<file path="src/rtl/rv32i_types.sv">
// Shared datapath types for the result-broadcast path: FU result payload,
// CDB lane contents, and the default arbiter sizing for top-level use.
package rv32i_types;

    localparam int CDB_NUM_FU  = 4;
    localparam int CDB_NUM_CDB = 2;

    typedef struct packed {
        logic [5:0]  pd_s;
        logic [4:0]  rob_num;
        logic [31:0] pd_v;
        logic [31:0] rvfi_data;
        logic        br_en;
        logic [31:0] instr_pc;
        logic        instr_is_br;
        logic        br_taken;
        logic [31:0] br_target;
    } fu_cdb_data_t;

    typedef struct packed {
        logic        valid;
        logic [5:0]  pd_s;
        logic [4:0]  rob_num;
        logic [31:0] pd_v;
        logic [31:0] rvfi_data;
        logic        br_en;
        logic [31:0] instr_pc;
        logic        instr_is_br;
        logic        br_taken;
        logic [31:0] branch_pc;
    } cdb_t;

endpackage

</file>
<file path="src/rtl/cdb_arb_multi_rr_multi_pick.sv">
// Circular priority picker: starting at start_ptr, walks the request vector
// upward (with wrap) and hands the first NUM_CDB requesters to lanes 0..NUM_CDB-1.
// next_ptr points one past the last requester picked.
module rr_multi_pick #(
    parameter int NUM_FU  = 4,
    parameter int NUM_CDB = 2,
    parameter int PW      = $clog2(NUM_FU)
) (
    input  logic [NUM_FU-1:0]  req,
    input  logic [PW-1:0]      start_ptr,
    output logic [NUM_FU-1:0]  grant_mask,
    output logic [NUM_CDB-1:0] lane_valid,
    output logic [PW-1:0]      lane_idx [NUM_CDB],
    output logic [PW-1:0]      next_ptr
);

    // Scan every FU once in circular order, filling lanes in scan order.
    always_comb begin
        logic [PW:0]   pos;
        logic [PW-1:0] idx;
        int            taken;
        grant_mask = '0;
        lane_valid = '0;
        next_ptr   = start_ptr;
        taken      = 0;
        pos        = '0;
        idx        = '0;
        for (int k = 0; k < NUM_CDB; k++) begin
            lane_idx[k] = '0;
        end
        for (int off = 0; off < NUM_FU; off++) begin
            // Explicit wrap so non-power-of-two FU counts stay in range.
            pos = {1'b0, start_ptr} + (PW+1)'(off);
            if (pos >= (PW+1)'(NUM_FU)) begin
                pos = pos - (PW+1)'(NUM_FU);
            end
            idx = pos[PW-1:0];
            if (req[idx] && (taken < NUM_CDB)) begin
                grant_mask[idx] = 1'b1;
                for (int k = 0; k < NUM_CDB; k++) begin
                    if (taken == k) begin
                        lane_valid[k] = 1'b1;
                        lane_idx[k]   = idx;
                    end
                end
                next_ptr = (pos == (PW+1)'(NUM_FU-1)) ? '0 : idx + PW'(1);
                taken++;
            end
        end
    end

endmodule

</file>
<file path="src/rtl/cdb_arb_multi.sv">
// Multi-lane CDB arbiter: grants up to NUM_CDB ready FUs per cycle in
// round-robin order, acks them combinationally, and registers their results
// onto the broadcast lanes for exactly one cycle.
module cdb_arb_multi
    import rv32i_types::*;
#(
    parameter int NUM_FU  = CDB_NUM_FU,
    parameter int NUM_CDB = CDB_NUM_CDB
) (
    input  logic              clk,
    input  logic              rst,
    input  logic              flush,
    input  logic [NUM_FU-1:0] fu_done,
    input  fu_cdb_data_t      fu_output_data [NUM_FU],
    output cdb_t              cdb [NUM_CDB],
    output logic [NUM_FU-1:0] ack
);

    localparam int PW = $clog2(NUM_FU);

    logic [PW-1:0]      rr_ptr_reg;
    logic [PW-1:0]      rr_ptr_next;
    logic [PW-1:0]      pick_next_ptr;
    logic [NUM_FU-1:0]  pick_grant;
    logic [NUM_CDB-1:0] pick_lane_valid;
    logic [PW-1:0]      pick_lane_idx [NUM_CDB];
    logic               grant_en;

    rr_multi_pick #(
        .NUM_FU  (NUM_FU),
        .NUM_CDB (NUM_CDB),
        .PW      (PW)
    ) u_pick (
        .req        (fu_done),
        .start_ptr  (rr_ptr_reg),
        .grant_mask (pick_grant),
        .lane_valid (pick_lane_valid),
        .lane_idx   (pick_lane_idx),
        .next_ptr   (pick_next_ptr)
    );

    // Nothing is granted while in reset or during a flush.
    assign grant_en = rst && !flush;
    assign ack      = grant_en ? pick_grant : '0;

    // Pointer advances only when at least one FU was actually granted.
    always_comb begin
        rr_ptr_next = rr_ptr_reg;
        if (grant_en && (|pick_lane_valid)) begin
            rr_ptr_next = pick_next_ptr;
        end
    end

    // Round-robin pointer register.
    always_ff @(posedge clk or negedge rst) begin
        if (!rst) begin
            rr_ptr_reg <= '0;
        end else begin
            rr_ptr_reg <= rr_ptr_next;
        end
    end

    generate
        for (genvar gi = 0; gi < NUM_CDB; gi++) begin : g_lane
            fu_cdb_data_t src;
            cdb_t         lane_next;
            cdb_t         lane_reg;

            assign src = fu_output_data[pick_lane_idx[gi]];

            // Build the lane image; idle lanes are all-zero so br_en stays low.
            always_comb begin
                lane_next = '0;
                if (grant_en && pick_lane_valid[gi]) begin
                    lane_next.valid       = 1'b1;
                    lane_next.pd_s        = src.pd_s;
                    lane_next.rob_num     = src.rob_num;
                    lane_next.pd_v        = src.pd_v;
                    lane_next.rvfi_data   = src.rvfi_data;
                    lane_next.br_en       = src.br_en;
                    lane_next.instr_pc    = src.instr_pc;
                    lane_next.instr_is_br = src.instr_is_br;
                    lane_next.br_taken    = src.br_taken;
                    lane_next.branch_pc   = src.br_target;
                end
            end

            // Lane register: one-cycle broadcast per grant, cleared on reset.
            always_ff @(posedge clk or negedge rst) begin
                if (!rst) begin
                    lane_reg <= '0;
                end else begin
                    lane_reg <= lane_next;
                end
            end

            assign cdb[gi] = lane_reg;
        end
    endgenerate

endmodule
</file>
<file path="config.mk">
export PLATFORM = sky130hd
export DESIGN_NAME = cdb_arb_multi
export DESIGN_NICKNAME = d
export VERILOG_FILES = /design/src/rtl/rv32i_types.sv /design/src/rtl/cdb_arb_multi_rr_multi_pick.sv /design/src/rtl/cdb_arb_multi.sv
export SDC_FILE = /design/constraint.sdc
export NUM_CORES = 1
export LEC_CHECK = 0
export ABC_AREA = 0
export ABC_CLOCK_PERIOD_IN_PS = 7100
export CAP_MARGIN = 20
export CORE_AREA = 10 10 328 330
export CTS_CLUSTER_SIZE = 40
export DETAILED_ROUTE_END_ITERATION = 10
export DIE_AREA = 0 0 338 340
export PLACE_DENSITY = 0.5
export SLEW_MARGIN = 15
export SYNTH_ARGS = -nofsm -noshare
export SYNTH_HDL_FRONTEND = slang
export SYNTH_HIERARCHICAL = 1
export SYNTH_SLANG_ARGS = --single-unit
</file>
<file path="constraint.sdc">
create_clock -name clk -period 7.1 [get_ports clk]
set_input_delay 0.71 -clock clk [delete_from_list [all_inputs] [get_ports clk]]
set_output_delay 0.71 -clock clk [all_outputs]
set_load 0.01 [all_outputs]
</file>
* Word level (Yosys, flattened, before mapping) *
Index checks and enable logic that the tools add are counted.

word-level totals
  register bits = 288
  latch bits = 0
  bits in writable memories = 0
  ROM bits = 0
  bits of input ports = 575
  output and inout port bits = 290
  memories kept = 0

operators by class
  add/subtract/negate cells = 13
  multiply operators = 0
  div/mod/pow operators = 0
  $lt $le $gt $ge = 17
  equal/unequal tests = 7
  shift-type cells = 0
  mux-type cells = 64
  bitwise gates (word level) = 5
  reduce and logical (&&, ||, !) cells = 18

operator list
  operator                                                                             count
  142-bit binary-select mux with 2-bit select                                          2
  142-bit 2-to-1 mux                                                                   4
  143-bit 2-to-1 mux                                                                   2
  32-bit logical NOT                                                                   3
  32-bit by 2-bit equality test with 1-bit output, second input constant               2
  32-bit by 3-bit less-than comparator with 1-bit output, second input constant        2
  32-bit 2-to-1 mux                                                                    2
  2-bit 2-to-1 mux                                                                     18
  32-bit by 2-bit adder with 32-bit output, second input constant                      1
  4-bit 2-to-1 mux                                                                     8
  1-bit 2-to-1 mux                                                                     16
  3-bit greater-or-equal comparator, second input constant                             5
  3-bit by 2-bit equality test with 1-bit output, second input constant                4
  2-bit by 3-bit less-than comparator with 1-bit output, second input constant         4
  3-bit 2-to-1 mux                                                                     4
  4-bit bitwise OR                                                                     3
  1-bit logical AND                                                                    11
  3-bit subtractor, second input constant                                              3
  2-bit by 1-bit adder with 2-bit output, second input constant                        4
  1-bit binary-select mux with 2-bit select                                            4
  1-bit demux with 2-bit select                                                        4
  2-bit by 1-bit greater-or-equal comparator with 1-bit output, second input constant  4
  2-bit by 2-bit adder with 3-bit output, second input constant                        2
  2-bit NOT with 3-bit output                                                          2
  other kinds (10)                                                                     10

* Longest topological paths before layout *
  word-level depth = 19
  mapped depth = 22

* Hierarchy *
The synthesis kept the hierarchy.

by module, submodules not included
  module         instances  cells an instance  area each (um^2)  sequential area each (um^2)
  cdb_arb_multi  1          1,279              15,726.3          7,206.9
  rr_multi_pick  1          95                 740.7             0.0

* Worst setup path after synthesis *
No wires, ideal clock.

  path type = register to register
  from = register rr_ptr_reg[0]
  to = register g_lane[1].lane_reg (netlist bit cdb[101])
  data arrival time = 5.018 ns
  data required time = 6.971 ns
  setup slack = 1.953 ns
  cell stages (with the launch flop) = 22
  path buffers = 8
  period minus slack after synthesis = 5.147 ns
  path through = dfrtp_1 -> buf_6 -> clkbuf_1 -> inv_1 -> ha_1 -> buf_2 -> mux4_2 -> buf_2 -> ha_1 -> or2_1 -> o22ai_4 -> clkbuf_1 -> inv_1 -> fa_1 -> nor2_1 -> and3_1 -> a31oi_1 -> buf_2 -> buf_4 -> buf_2 -> mux2i_1 -> o22ai_2

RTL lines
  element                 line                 text
  start, declared         cdb_arb_multi.sv:21  logic [PW-1:0] rr_ptr_reg;
  start signal, assigned  cdb_arb_multi.sv:59  rr_ptr_reg <= rr_ptr_next;
  end signal, assigned    cdb_arb_multi.sv:93  lane_reg <= lane_next;
  end, declared           cdb_arb_multi.sv:67  cdb_t lane_reg;

* Final worst setup path *
  from = register rr_ptr_reg[1]
  to = output ack[0]

between the ends
  word-level cells in the longest chain between the ends = 15
  elaborated cells on any way between the ends = 62

RTL lines
  element                                                                                                                      line                                                                  text
  2-bit by 3-bit subtractor with 3-bit output or 2-bit by 3-bit greater-or-equal comparator with 1-bit output (tied branches)  cdb_arb_multi_rr_multi_pick.sv:35, cdb_arb_multi_rr_multi_pick.sv:34
  3-bit 2-to-1 mux                                                                                                             cdb_arb_multi_rr_multi_pick.sv:34                                     if (pos >= (PW+1)'(NUM_FU)) begin
  1-bit binary-select mux with 2-bit select                                                                                    cdb_arb_multi_rr_multi_pick.sv:38                                     if (req[idx] && (taken < NUM_CDB)) begin
  1-bit 2-to-1 mux (implied by the code)                                                                                       cdb_arb_multi_rr_multi_pick.sv:38
  1-bit 2-to-1 mux                                                                                                             cdb_arb_multi_rr_multi_pick.sv:38
  1-bit by 2-bit less-than comparator with 1-bit output                                                                        cdb_arb_multi_rr_multi_pick.sv:38
  1-bit logical AND                                                                                                            cdb_arb_multi_rr_multi_pick.sv:38
  32-bit 2-to-1 mux                                                                                                            cdb_arb_multi_rr_multi_pick.sv:38
  32-bit by 3-bit less-than comparator with 1-bit output                                                                       cdb_arb_multi_rr_multi_pick.sv:38
  1-bit logical AND                                                                                                            cdb_arb_multi_rr_multi_pick.sv:38
  32-bit 2-to-1 mux                                                                                                            cdb_arb_multi_rr_multi_pick.sv:38
  32-bit by 3-bit less-than comparator with 1-bit output                                                                       cdb_arb_multi_rr_multi_pick.sv:38
  1-bit logical AND                                                                                                            cdb_arb_multi_rr_multi_pick.sv:38
  4-bit 2-to-1 mux *                                                                                                           cdb_arb_multi_rr_multi_pick.sv:38
  named net pick_grant[0]                                                                                                      cdb_arb_multi.sv:24                                                   logic [NUM_FU-1:0] pick_grant;
  4-bit 2-to-1 mux *                                                                                                           cdb_arb_multi.sv:44                                                   assign ack = grant_en ? pick_grant : '0;
  end, declared                                                                                                                cdb_arb_multi.sv:16                                                   output logic [NUM_FU-1:0] ack

Mark *: on every way through the listed nets, which the timed path passes. The rest lies on a longest branch. The select of a mux whose other input is x is not followed.

==> impl_metrics.json <==
{
  "gp_congestion": 0.851,
  "cp_num_buf_inv": 3,
  "cts.path.max_buffers": 3,
  "p_leak_nw": 11.4,
  "grt_pass1_wl_um": 137000,
  "design_area_um2": 28000,
  "h-tree-depth": 2,
  "synth_cells": 1374,
  "worstSkewPairLatency_ns": 0.59,
  "via_per_inst": 4.38,
  "cp_cell_sequence": "inv_1, ha_1, mux4_2, ha_1, or2_1, o22ai_4, inv_1, fa_1, and2_4, nand2_1, nand2_1, and2_1, clkdlybuf4s50_1",
  "syn_avg_cell_area_um2": 12.0,
  "grt_usage_pct": 16.4,
  "io_pins": 865,
  "cp.arrival_ns": 5.03,
  "required_ns": 6.39,
  "die_w_um": 338,
  "synth_edf_count": 0,
  "synth_nets": 1961,
  "hpwl_um": 78600,
  "grt_max_degree": 82,
  "end_kind": "output port",
  "yosysWarnings": 6,
  "area_growth_pct": 70.2,
  "fin_tns_setup_ns": 0,
  "timing.final.crit_share_pct": 80.8,
  "relSlewSlack_pct": 39.3,
  "run_status": "completed",
  "hold_violations": 0,
  "via_count": 15800,
  "grt_setup_unrepaired": "no",
  "ctsResizeCount": 0,
  "drc": 0,
  "clk_pin_slew_worst_paths_ns": 0.06,
  "dr.pass1.iters": 5,
  "grt_overflow": 0,
  "layout.nets": 2785,
  "dieArea_um2": 115000,
  "slowest_stage": "mux4_2",
  "min_period_ns": 5.74,
  "grt_pass1_vias": 17500,
  "port_buffers": 864,
  "fin_util_pct": 27.7,
  "antenna_left": 0,
  "critPathMaxFanout": 15,
  "avgRoutedWirePerCell_um": 27.6,
  "fin_skew_ns": 0.0145,
  "slowest_delay_ns": 0.72,
  "clock-sinks": 288,
  "pwr_density_cell_nw_per_um2": 525,
  "drive_above_1_share_pct": 7.55,
  "rows": 117,
  "cap_violations": 0,
  "drt-initial-drc-count": 766,
  "drt_wl_total_um": 99200,
  "tightest_slew_ns": 0.911,
  "worst-setup-path-type": "flop to output port",
  "initial_core_util_pct": 16.3,
  "cts_setup_buffers": 0,
  "maxSlewViolCount": 0,
  "cp-start-kind": "flop",
  "largest_reg_flops": 286,
  "critical_path.top_delay_family": "adder cells",
  "post_dp_cell_area_um2": 26700,
  "clock-root-buffer": "clkbuf_16",
  "antenna_found_initial": 42,
  "r2r_slack_ns": 1.43,
  "vdd_drop_max_v": 0.000430,
  "synth_cell_types": 45,
  "tritoncts": "built",
  "ctsHoldBuffers": 0,
  "coreArea_um2": 101000,
  "async_flop_share_pct": 100,
  "synth_area_um2": 16500,
  "fmax_mhz": 174,
  "finalSetupViolCount": 0,
  "postSynthRegisterBits": 288,
  "cts_buffers": 40,
  "hold_class": "input pin to async pin",
  "dieHeight_um": 340,
  "synthFlopType": "dfrtp_1",
  "yosysSeqAreaShare_pct": 43.8
}
[path summary, 6_finish.rpt]
path,from,endpoint,cells past startpoint
min,rst,cdb[15],1
min in group clk,fu_output_data[513],cdb[87],3
max reg2reg,rr_ptr_reg[1],cdb[134],15
max,rr_ptr_reg[1],ack[0],13
min reg2reg,rr_ptr_reg[0],rr_ptr_reg[0],2
max in group asynchronous,rst,cdb[256],3
[power breakdown]
part	leakage [nW]	switching (mW)	internal (mW)	total, mW
clock	0.629	0.824	1.20	2.03
sequential	3.93	0.227	2.19	2.41
combinational	6.80	5.35	4.92	10.3
total	11.4	6.40	8.31	14.7
[synthesized netlist by cell type, types with 4 or more instances]
cell,n,area [um^2]
mux2i_1,572,5730
inv_1,7,26.3
clkbuf_1,25,93.8
buf_4,16,120
buf_2,80,400
dfrtp_1,288,7210
ha_1,11,138
nand2_1,15,56.3
o22ai_1,244,1530
buf_6,10,113
and2_1,6,37.5
a222oi_1,4,40.0
nor2_1,4,15.0
o22ai_2,40,500
[metrics by stage]
step                setup slack (ns)  total power, mW  hold slack, ns  std cells
detailed placement              1.52             12.7           0.730       3524
CTS                             1.25             14.8          0.0810       3594
global route                   0.921             15.5          0.0902       3599
global placement                1.53             12.6           0.739       3524
finish                          1.36             14.7           0.103       3601
floorplan                       1.95             9.31           0.414       1374
[per-layer routing]
metal	wire length (um)	up-vias	track usage (%)	share of wire (%)
li1	-	6974	-	-
met3	9120	130	6.19	9.2
met4	1500	24	2.88	1.5
met5	158	-	0	0.16
met2	48900	661	28.3	49
met1	39500	7968	19.2	40
[final cells by class]
type / count / area (um^2)
inverters: 7 / 26.3
clock inverters: 12 / 123
well taps: 1368 / 1710
clock buffers: 58 / 1160
diodes: 7 / 17.5
flip-flops and latches: 288 / 7210
repair buffers: 914 / 9230
fillers: 10500 / 73100
multi-input cells: 947 / 8550
[cells in the final DEF, fill, tap and decap left out, types with 3 or more instances in the layout]
cell	count
a21oi_1	3
a222oi_1	4
and2_1	6
buf_12	16
buf_4	34
clkbuf_1	10
clkbuf_16	41
clkbuf_8	7
clkdlybuf4s50_1	863
clkinv_2	6
dfrtp_1	288
diode_2	7
ha_1	11
inv_1	7
mux2_2	3
mux2i_1	571
mux4_2	3
nand2_1	15
nand2b_1	3
nand3_1	3
nor2_1	4
o21ai_1	3
o22ai_1	244
o22ai_2	40
[cells by family after synthesis]
kind of cell             count (synthesis)  synth area share, %
AND/OR/NAND/NOR                         44                 1.53
AO/OA/AOI/OAI                          311                 13.6
flip-flops                             288                 43.8
buffers and inverters                  139                 4.60
multiplexers                           580                 35.6
adder cells (fa/ha/maj)                 12                0.957
No activity file was read; power rests on OpenSTA's default activity.
